==> config.mk <==
export PLATFORM = sky130hd
export DESIGN_NAME = alu_ctrl_issue
export DESIGN_NICKNAME = d
export VERILOG_FILES = /design/src/rtl/alu_pkg.sv /design/src/rtl/alu_ctrl_decode.sv /design/src/rtl/alu_ctrl_issue.sv
export SDC_FILE = /design/constraint.sdc
export NUM_CORES = 1
export LEC_CHECK = 0
export ABC_CLOCK_PERIOD_IN_PS = 10100
export BUFFER_PORTS_ARGS = -buffer_cell sky130_fd_sc_hd__buf_2
export CORE_MARGIN = 2
export CORE_UTILIZATION = 49
export DETAILED_ROUTE_END_ITERATION = 10
export HOLD_SLACK_MARGIN = 0.1
export PLACE_DENSITY = 0.74
export SLEW_MARGIN = 20
export SYNTH_ARGS = -nofsm -noshare
export SYNTH_HDL_FRONTEND = slang
export SYNTH_HIERARCHICAL = 1
export SYNTH_SLANG_ARGS = --single-unit
==> constraint.sdc <==
create_clock -name clk -period 10.1 [get_ports clk]
set_input_delay 2.525 -clock clk [delete_from_list [all_inputs] [get_ports clk]]
set_output_delay 2.525 -clock clk [all_outputs]
set_load 0.05 [all_outputs]
==> src/rtl/alu_pkg.sv <==
// Shared encodings for the ALU control issue stage: control codes, ALUOp values, skid states.
package alu_pkg;

    localparam logic [3:0] CTL_ADD = 4'b0000;
    localparam logic [3:0] CTL_SUB = 4'b0001;
    localparam logic [3:0] CTL_AND = 4'b0100;
    localparam logic [3:0] CTL_OR  = 4'b0101;
    localparam logic [3:0] CTL_BEQ = 4'b1010;
    localparam logic [3:0] CTL_ILL = 4'b1111;

    localparam logic [2:0] F3_ADD_SUB = 3'b000;
    localparam logic [2:0] F3_OR      = 3'b110;
    localparam logic [2:0] F3_AND     = 3'b111;
    localparam logic [2:0] F3_BEQ     = 3'b000;

    typedef enum logic [1:0] {
        AluOpMem    = 2'b00,
        AluOpBranch = 2'b01,
        AluOpRtype  = 2'b10,
        AluOpRsvd   = 2'b11
    } alu_op_e;

    typedef enum logic [1:0] {
        StEmpty = 2'b00,
        StOne   = 2'b01,
        StFull  = 2'b10
    } skid_state_e;

endpackage

==> src/rtl/alu_ctrl_decode.sv <==
// Combinational decode of {ALUOp, funct3, funct7[5]} into a 4-bit ALU control code.
module alu_ctrl_decode
    import alu_pkg::*;
(
    input  logic [1:0] alu_op_i,
    input  logic [2:0] funct3_i,
    input  logic       funct7_5_i,
    output logic [3:0] ctl_o,
    output logic       illegal_o
);

    always_comb begin
        ctl_o     = CTL_ILL;
        illegal_o = 1'b1;
        unique case (alu_op_e'(alu_op_i))
            AluOpMem: begin
                ctl_o     = CTL_ADD;
                illegal_o = 1'b0;
            end
            AluOpBranch: begin
                if (funct3_i == F3_BEQ) begin
                    ctl_o     = CTL_BEQ;
                    illegal_o = 1'b0;
                end
            end
            AluOpRtype: begin
                unique case (funct3_i)
                    F3_ADD_SUB: begin
                        ctl_o     = funct7_5_i ? CTL_SUB : CTL_ADD;
                        illegal_o = 1'b0;
                    end
                    F3_AND: begin
                        ctl_o     = CTL_AND;
                        illegal_o = 1'b0;
                    end
                    F3_OR: begin
                        ctl_o     = CTL_OR;
                        illegal_o = 1'b0;
                    end
                    default: ;
                endcase
            end
            default: ;
        endcase
    end

endmodule

==> src/rtl/alu_ctrl_issue.sv <==
// ALU control issue stage: decode + 2-entry skid buffer toward the ALU.
// Optional saturating illegal-beat counter enabled by defining ALU_ILLEGAL_CNT_EN.
module alu_ctrl_issue
    import alu_pkg::*;
#(
    parameter int unsigned DATA_W = 64,
    parameter int unsigned CNT_W  = 8
) (
    input  logic              clk,
    input  logic              rst,
    input  logic              in_valid,
    output logic              in_ready,
    input  logic [1:0]        alu_op,
    input  logic [2:0]        funct3,
    input  logic              funct7_5,
    input  logic [DATA_W-1:0] a_in,
    input  logic [DATA_W-1:0] b_in,
    output logic              out_valid,
    input  logic              out_ready,
    output logic [3:0]        alu_control,
    output logic [DATA_W-1:0] a_out,
    output logic [DATA_W-1:0] b_out,
`ifdef ALU_ILLEGAL_CNT_EN
    output logic [CNT_W-1:0]  illegal_cnt,
`endif
    output logic              illegal
);

    skid_state_e       state_q;
    logic [3:0]        main_ctl_q, skid_ctl_q;
    logic              main_ill_q, skid_ill_q;
    logic [DATA_W-1:0] main_a_q, main_b_q, skid_a_q, skid_b_q;

    logic [3:0] dec_ctl;
    logic       dec_ill;
    logic       in_xfer, out_xfer;

    alu_ctrl_decode u_decode (
        .alu_op_i   (alu_op),
        .funct3_i   (funct3),
        .funct7_5_i (funct7_5),
        .ctl_o      (dec_ctl),
        .illegal_o  (dec_ill)
    );

    // Handshakes depend only on registered state, so in_ready never sees out_ready.
    assign in_ready  = (state_q != StFull);
    assign out_valid = (state_q != StEmpty);
    assign in_xfer   = in_valid & in_ready;
    assign out_xfer  = out_valid & out_ready;

    assign alu_control = main_ctl_q;
    assign a_out       = main_a_q;
    assign b_out       = main_b_q;
    assign illegal     = out_valid & main_ill_q;

    always_ff @(posedge clk or posedge rst) begin
        if (rst) begin
            state_q    <= StEmpty;
            main_ctl_q <= CTL_ADD;
            main_ill_q <= 1'b0;
            main_a_q   <= '0;
            main_b_q   <= '0;
            skid_ctl_q <= CTL_ADD;
            skid_ill_q <= 1'b0;
            skid_a_q   <= '0;
            skid_b_q   <= '0;
        end else begin
            unique case (state_q)
                StEmpty: begin
                    if (in_xfer) begin
                        main_ctl_q <= dec_ctl;
                        main_ill_q <= dec_ill;
                        main_a_q   <= a_in;
                        main_b_q   <= b_in;
                        state_q    <= StOne;
                    end
                end
                StOne: begin
                    if (in_xfer && !out_xfer) begin
                        skid_ctl_q <= dec_ctl;
                        skid_ill_q <= dec_ill;
                        skid_a_q   <= a_in;
                        skid_b_q   <= b_in;
                        state_q    <= StFull;
                    end else if (in_xfer && out_xfer) begin
                        main_ctl_q <= dec_ctl;
                        main_ill_q <= dec_ill;
                        main_a_q   <= a_in;
                        main_b_q   <= b_in;
                    end else if (out_xfer) begin
                        state_q <= StEmpty;
                    end
                end
                StFull: begin
                    if (out_xfer) begin
                        main_ctl_q <= skid_ctl_q;
                        main_ill_q <= skid_ill_q;
                        main_a_q   <= skid_a_q;
                        main_b_q   <= skid_b_q;
                        state_q    <= StOne;
                    end
                end
                default: state_q <= StEmpty;
            endcase
        end
    end

`ifdef ALU_ILLEGAL_CNT_EN
    logic [CNT_W-1:0] illegal_cnt_q;

    always_ff @(posedge clk or posedge rst) begin
        if (rst) begin
            illegal_cnt_q <= '0;
        end else if (out_xfer && main_ill_q && (illegal_cnt_q != {CNT_W{1'b1}})) begin
            illegal_cnt_q <= illegal_cnt_q + CNT_W'(1);
        end
    end

    assign illegal_cnt = illegal_cnt_q;
`else
    logic unused_cnt_w;
    assign unused_cnt_w = |CNT_W;
`endif

endmodule

==> results.tsv, run 1 <==
metric	value	unit
grt_use_met2	29.8	%
r2r_cells	4	
ant_nets	0	
synth_nets	876	
post-route-period-util	49.5	%
ys_types	25	
fmax	0.200	GHz
die-area	0.0259	mm^2
gr-usage-met1	25.7	%
initial_utilization	49.7	%
synth_largest_area_cell	dfrtp_1	
wl	24000	um
status	complete, no violations	
rsz0062_at_grt	false	
cts_tree	done	
slew_violations	0	
die_x	161	um
cts_buffer_depth	3	
crit_path_start_kind	flip-flop	
grt_first_pass_wirelength	39700	um
yosys_warnings	6	
p_comb_share	35.0	%
whs_path_depth	1	
grt_usage	18.7	%
synth_top_area_share	55.7	%
p_total	4.05	mW
avgSynthCellArea	16.3	um^2
drt_iter0_markers	361	
synth_seq_cells	268	
netlist_instances	738	
num_rows	57	
worstSetupPathType	flip-flop to output port	
cts_setup_buffers	0	
crit_required	7.58	ns
pre_cts_ws	4.76	ns
setup_viol	0	
post_drt_wl_per_cell	17.8	um
fin_ws	5.10	ns
firstDrtPassIters	4	
worst_pin_slew	1.04	ns
grt_pass1_vias	7507	
dpl.hpwl	15300	um
finalHoldViolations	0	
cp_top_family	buffers and inverters	
period_needed	5.00	ns
p_int	2.56	mW
ctsHtreeMaxLevel	1	
synthArstFlopShare	100	%
clkLatencyLatePin	0.53	ns
crit_buf_inv	3	
worstSetupPathDepth	4	
syn-cell-area	0.0120	mm^2
port_buffers	272	
finalSetupTns	0	ns
crit_path_max_fanout	36	
synth-seq-area-share	55.7	%
drc_errors	0	
dr_total_vias	6940	
ir_drop	240	uV
fillers	1912	
power.density	281	mW/mm^2
hold_class	flip-flop to flip-flop	
clk_pin_slew_worst_paths	0.06	ns
drive_above_1_share	70.6	%
worst_clock_skew	0.00880	ns
final_nets	1142	
cts_buffers	29	
synthTopCellsByArea	dfrtp_1, mux2_2, mux2_4	
grt_use_met3	5.68	%
p_switching	1.49	mW
overflow	0	
io_pins	273	
area_growth	19.6	%
slew_headroom	30.6	%
top_usage_layer	met2	
synth_ff_type	dfrtp_1	
clock_power_share	25.0	%
path_cells	nor2b_4 > buf_4 > inv_2 > buf_2	
synth_edf_count	0	
leakagePower	6.59	nW
root_buffer	clkbuf_16	
cp_slowest_cell	inv_2	
fin_area	0.0144	mm^2
place_area	0.0135	mm^2
slowest_delay	0.63	ns
die_h	161	um
holdBufCountCts	0	
endpoint_kind	output port	
grt_max_degree	132	
gp_congestion	0.770	
switching_share	36.7	%
drt-vias-per-instance	5.14	
holdWs	0.482	ns
arrival	2.47	ns
cts_sinks	268	
drv_cap	0	
core	0.0242	mm^2
power_frac_seq	40.0	%
cts_resized	0	
antenna_found_initial	4	
## power by group through the flow
stage               combinational (mW)  sequential (mW)  clock (mW)
CTS                               1.43             1.62        1.05
finish                            1.42             1.62        1.01
floorplan                        0.584             2.16           0
detailed placement                1.43             1.63           0
global placement                  1.41             1.62           0
global route                      1.49             1.67        1.09
## Yosys cell counts (2+ instances only)
cell and count:
mux2_4 70, nand3_1 2, buf_2 15, mux2_2 315
a21oi_1 4, nand2_1 2, buf_6 28, inv_1 2
dfrtp_1 268, mux2_1 14, nor2_1 4
## layout by cell type (no fill, tap or decap), drive strengths merged, types with 3 or more instances in the layout
| cell | count |
|---|---|
| inv | 3 |
| a21oi | 5 |
| buf | 279 |
| nor2 | 4 |
| clkbuf | 36 |
| mux2 | 399 |
| clkinv | 13 |
| clkinvlp | 3 |
| dfrtp | 268 |
## metrics by stage
step | util [%] | cells
floorplan | - | 738
global placement | 55.6 | 1297
detailed placement | 55.6 | 1297
CTS | 59.4 | 1350
global route | 59.4 | 1351
finish | 59.4 | 1351
## cell families after synthesis
group	share of synthesized area (%)
AOI/OAI and AO/OA	0.561
buffers and inverters	3.40
DFF	55.7
muxes	39.6
and+or+nand+nor	0.790
## registers in the layout (all words and copies together) (netlist names)
name and count:
a_out 64, alu_control 4, b_out 64, main_ill_q 1, skid_a_q 64, skid_b_q 64, skid_ctl_q 4, skid_ill_q 1
state_q 2
## metal layers
layer / up-vias / wire length [um]
met5: - / 30
met4: 4 / 389
met3: 33 / 1760
met2: 197 / 11000
met1: 3522 / 10800
li1: 3184 / -
## final timing paths
| kind | to | start | slack, ns |
|---|---|---|---|
| hold / removal | skid_b_q[21] | skid_b_q[21] | 0.48 |
| min in group asynchronous | skid_b_q[33] | rst | 2.18 |
| max in group asynchronous | skid_a_q[50] | rst | 6.38 |
| setup / recovery | in_ready | state_q[1] | 5.10 |
| setup reg to reg | skid_a_q[1] | state_q[1] | 7.03 |
| hold reg to reg | skid_b_q[21] | skid_b_q[21] | 0.48 |
## cell type report
| cell class | instances | area (um^2) | share of cell area, % |
|---|---|---|---|
| Sequential cell | 268 | 6710 | 46.6 |
| Inverter | 3 | 18.8 | 0.130 |
| Clock buffer | 36 | 802 | 5.57 |
| Tap cell | 324 | 405 | 2.82 |
| Timing Repair Buffer | 279 | 1410 | 9.82 |
| Antenna cell | 1 | 2.50 | 0.0174 |
| Clock inverter | 17 | 118 | 0.817 |
| Multi-Input combinational cell | 423 | 4930 | 34.3 |
Note: power is estimated with default switching activity, not from simulation.
==> run 2, diff against run 1 <==
Settings changed: ABC_CLOCK_PERIOD_IN_PS 10100 to 4300.
Clock period 10.1 ns to 4.3 ns, I/O delays scaled along.
==> run 2 against run 1 <==
Net effect: worst setup slack got worse by 3.6 ns; design area increased by 1.6%; combinational power increased by 140%; critical path type unchanged; sequential power increased by 140%; hold slack about the same; sequential share of layout area decreased by 0.74 points; wire length increased by 1.9%; die area unchanged; non-clock buffer count increased by 4; total power increased by 140%.
==> results.tsv, run 2 (synthesis results as in run 1) <==
metric	value	unit
port_buffers	272	
fmax	0.358	GHz
drive_above_1_share	70.8	%
pre_cts_ws	1.48	ns
worst_pin_slew	0.852	ns
endpoint_kind	output port	
fin_ws	1.50	ns
dpl.hpwl	15600	um
period_needed	2.80	ns
worstSetupPathType	flip-flop to output port	
antenna_found_initial	7	
cts_sinks	268	
setup_viol	0	
power.density	669	mW/mm^2
cts_tree	done	
layout_commonest_cell	mux2_2	
cp_top_family	simple AND/OR/NAND/NOR gates	
die_h	161	um
ir_drop	434	uV
place_area	0.0136	mm^2
holdWs	0.482	ns
crit_path_max_fanout	7	
ctsHtreeMaxLevel	1	
grt_first_pass_wirelength	39300	um
drt-vias-per-instance	5.11	
clk_pin_slew_worst_paths	0.06	ns
path_cells	or2_2 > and2_1 > buf_2	
grt_usage	18.6	%
initial_utilization	49.7	%
slew_headroom	43.2	%
status	complete, no violations	
post_drt_wl_per_cell	18.0	um
die_x	161	um
drt_iter0_markers	338	
fin_area	0.0146	mm^2
num_rows	57	
rsz0062_at_grt	false	
die-area	0.0259	mm^2
arrival	1.72	ns
overflow	0	
cts_setup_buffers	0	
worst_clock_skew	0.00783	ns
dr_total_vias	6953	
leakagePower	6.68	nW
gp_congestion	0.770	
cts_buffer_depth	3	
post-route-period-util	65.0	%
slowest_delay	0.48	ns
clkLatencyLatePin	0.54	ns
crit_required	3.22	ns
slew_violations	0	
drv_cap	0	
drc_errors	0	
hold_class	flip-flop to flip-flop	
crit_buf_inv	1	
crit_path_start_kind	flip-flop	
cts_buffers	30	
stdcell_count	1360	
placed_cells	1301	
holdBufCountCts	0	
ant_nets	0	
root_buffer	clkbuf_16	
final_nets	1147	
wl	24500	um
grt_pass1_vias	7488	
core	0.0242	mm^2
firstDrtPassIters	4	
cp_slowest_cell	dfrtp_1	
final_cell_mix	mux2_2, buf_2, dfrtp_1, mux2_4, clkbuf_16	
area_growth	21.5	%
grt_max_degree	134	
io_pins	273	
cts_resized	0	
finalHoldViolations	0	
run 2: cell types whose count changed in the layout (fill, tap and decap cells not counted), moves of 2 or more:
| cell | change |
|---|---|
| buf_4 | -2 |
| bufinv_16 | +2 |
| clkbuf_16 | +2 |
| clkinv_2 | -3 |
| buf_12 | +6 |
| clkbuf_8 | +3 |
| diode_2 | +3 |
run 2: worst paths after layout:
check | from | to | slack [ns] | cells past startpoint
max in group asynchronous | rst | b_out[26] | 2.72 | 3
max | state_q[0] | illegal | 1.50 | 3
min in group asynchronous | rst | b_out[32] | 0.69 | 2
max reg2reg | state_q[1] | skid_a_q[40] | 2.20 | 4
min reg2reg | skid_b_q[23] | skid_b_q[23] | 0.48 | 1
min | skid_b_q[23] | skid_b_q[23] | 0.48 | 1
run 2: stage by stage:
stage | setup TNS, ns | power (mW) | utilization, %
2_1_floorplan | -84.28 | 6.45 | -
3_5_place_dp | 0 | 7.22 | 56.0
6_report | 0 | 9.79 | 60.3
4_1_cts | 0 | 9.89 | 60.3
3_3_place_gp | 0 | 7.11 | 56.0
5_1_grt | 0 | 10.3 | 60.3
run 2: metal layers:
layer  part of all wire [%]  up-vias  track usage [%]
li1                       -     3203                -
met1                     43     3507             24.3
met2                     46      193             30.4
met3                    7.9       44             5.73
met4                    2.1        6             5.07
met5                   0.18        -                0
run 2: power breakdown:
group	internal (mW)	leakage [nW]	switching (mW)
clock network	1.62	0.523	1.01
logic	1.28	3.01	2.07
registers	3.38	3.15	0.432
run 2: area by class of cell:
type                       instances  area, um^2
clock buffer                      40         890
clock inverter                    15         155
antenna                            4        10.0
sequential                       268        6710
fill                            1940        9620
inverter                           3        15.0
tap                              324         405
multi-input combinational        423        4930
timing repair buffer             283        1520
run 2: worst register-to-register path: stages, from the launching register on:
cell	delay, ns
dfrtp_1	0.44
nor2b_2	0.22
and3b_4	0.24
buf_12	0.55
mux2_2	0.54
==> run 3, diff against run 2 <==
Settings changed: ABC_CLOCK_PERIOD_IN_PS 4300 to 2400.
Clock period 4.3 ns to 2.4 ns, I/O delays scaled along.
==> run 3 against run 2 <==
Net effect: sequential share of layout area down 1.1 points; combinational power increased by 81%; worst setup slack worse by 1.4 ns; count of clock-buffer cells in the layout grew 1; largest cell class unchanged; final cell count grew 0.88%; utilization is 1.4 points higher; sequential power increased by 79%; highest routed layer unchanged; global-route usage up 0.61 points; register-to-register slack got worse by 1.7 ns; non-clock buffer count is 13 higher; clock power is 99% higher; design area up 2.4%.
==> results.tsv, run 3 (synthesis results as in run 1) <==
metric	value	unit
status	complete, no violations	
r2r_cells	4	
r2r-end	b_out[34]	
wl	24700	um
switching_share	34.8	%
dr_total_vias	7047	
rsz0062_at_grt	false	
grt_pass1_vias	7666	
worst_pin_slew	0.789	ns
final_cell_mix	mux2_2, buf_2, dfrtp_1, mux2_4, clkbuf_16	
p_int	11.8	mW
endpoint_kind	output port	
overflow	0	
cts_buffers	30	
p_comb_share	33.5	%
fillers	1880	
layout_commonest_cell	mux2_2	
post_drt_wl_per_cell	18.0	um
num_rows	57	
drive_above_1_share	71.1	%
slew_violations	0	
r2r_slack	0.51	ns
clock_power_share	28.9	%
leakagePower	6.84	nW
fin_area	0.0150	mm^2
period_needed	2.31	ns
port_buffers	272	
clkLatencyLatePin	0.54	ns
die_h	161	um
grt_usage	19.2	%
die-area	0.0259	mm^2
final_nets	1160	
gp_congestion	0.769	
area_growth	24.4	%
holdWs	0.207	ns
post-route-period-util	96.1	%
setup_viol	0	
ir_drop	882	uV
p_total	18.1	mW
antenna_found_initial	5	
clk_pin_slew_worst_paths	0.06	ns
worstSetupPathType	flip-flop to output port	
drt_iter0_markers	303	
placed_cells	1314	
hold_class	input port to async pin	
final_core_util	61.8	%
root_buffer	clkbuf_16	
slew_headroom	47.3	%
worst_clock_skew	0.00661	ns
firstDrtPassIters	4	
power_frac_seq	37.6	%
ctsHtreeMaxLevel	1	
p_switching	6.31	mW
stdcell_count	1372	
drv_cap	0	
drt-vias-per-instance	5.14	
grt_max_degree	70	
ant_nets	0	
core	0.0242	mm^2
place_area	0.0138	mm^2
drc_errors	0	
cts_tree	done	
crit_path_start_kind	flip-flop	
crit_path_max_fanout	7	
io_pins	273	
power.density	1210	mW/mm^2
fmax	0.434	GHz
grt_first_pass_wirelength	40500	um
finalHoldViolations	0	
holdBufCountCts	0	
die_x	161	um
cts_sinks	268	
dpl.hpwl	16400	um
cts_buffer_depth	3	
arrival	1.71	ns
crit_required	1.80	ns
initial_utilization	49.7	%
r2r-start	state_q[1]	
run 3: cell count changes in the layout (fill, tap and decap cells not counted), sizes merged:
cell,delta
clkinv,-6
clkbuf,+1
buf,+13
inv,+1
bufinv,+5
clkinvlp,-2
run 3: layout make-up:
class / instances / area [um^2] / share of cell area, %
sequential: 268 / 6710 / 44.8
multi-input combinational: 423 / 4930 / 32.9
timing repair buffer: 296 / 1750 / 11.7
clock buffer: 41 / 883 / 5.90
tap: 324 / 405 / 2.71
clock inverter: 13 / 269 / 1.80
inverter: 3 / 17.5 / 0.117
antenna: 4 / 10.0 / 0.0668
run 3: worst max path at each step:
stage                   endpoint  slack (ns)        from  cells past startpoint
finish                   illegal        0.09  state_q[0]                      3
detailed placement  skid_b_q[45]        0.29    in_valid                      5
global route             illegal        0.03  state_q[0]                      3
global placement    skid_b_q[40]        0.32    in_valid                      5
floorplan               a_out[0]       -1.74         rst                      1
CTS                      illegal        0.03  state_q[0]                      3
run 3: routing by layer:
layer	wire length [um]	vias up	global-route usage, %
met4	626	2	5.52
met1	10700	3560	25.5
met5	11	-	0
met2	11300	206	30.4
met3	2060	45	6.43
li1	-	3234	-
run 3: power by group through the flow:
stage / clock (mW) / combinational (mW) / sequential, mW
after floorplan: 0 / 2.46 / 9.09
after global placement: 0 / 6.03 / 6.79
after detailed placement: 0 / 6.13 / 6.86
after CTS: 5.36 / 6.14 / 6.81
after global routing: 5.55 / 6.39 / 7.00
final: 5.24 / 6.08 / 6.81
run 3: timing repair:
action                     4_1_cts  5_1_grt
gates cloned                     0        0
resized for setup                1        1
setup endpoints to repair        1        2
buffers inserted                 0        0
run 3: stage by stage:
step	worst slack [ns]	TNS, ns
detailed placement	0.293	0
finish	0.0947	0
global route	0.0302	0
CTS	0.0345	0
floorplan	-1.74	-466.18
global placement	0.322	0
run 3: worst max-delay path: stages, from the launching register on:
cell and delay, ns:
dfrtp_2 0.47, or2_2 0.32, and2_1 0.16, buf_2 0.21
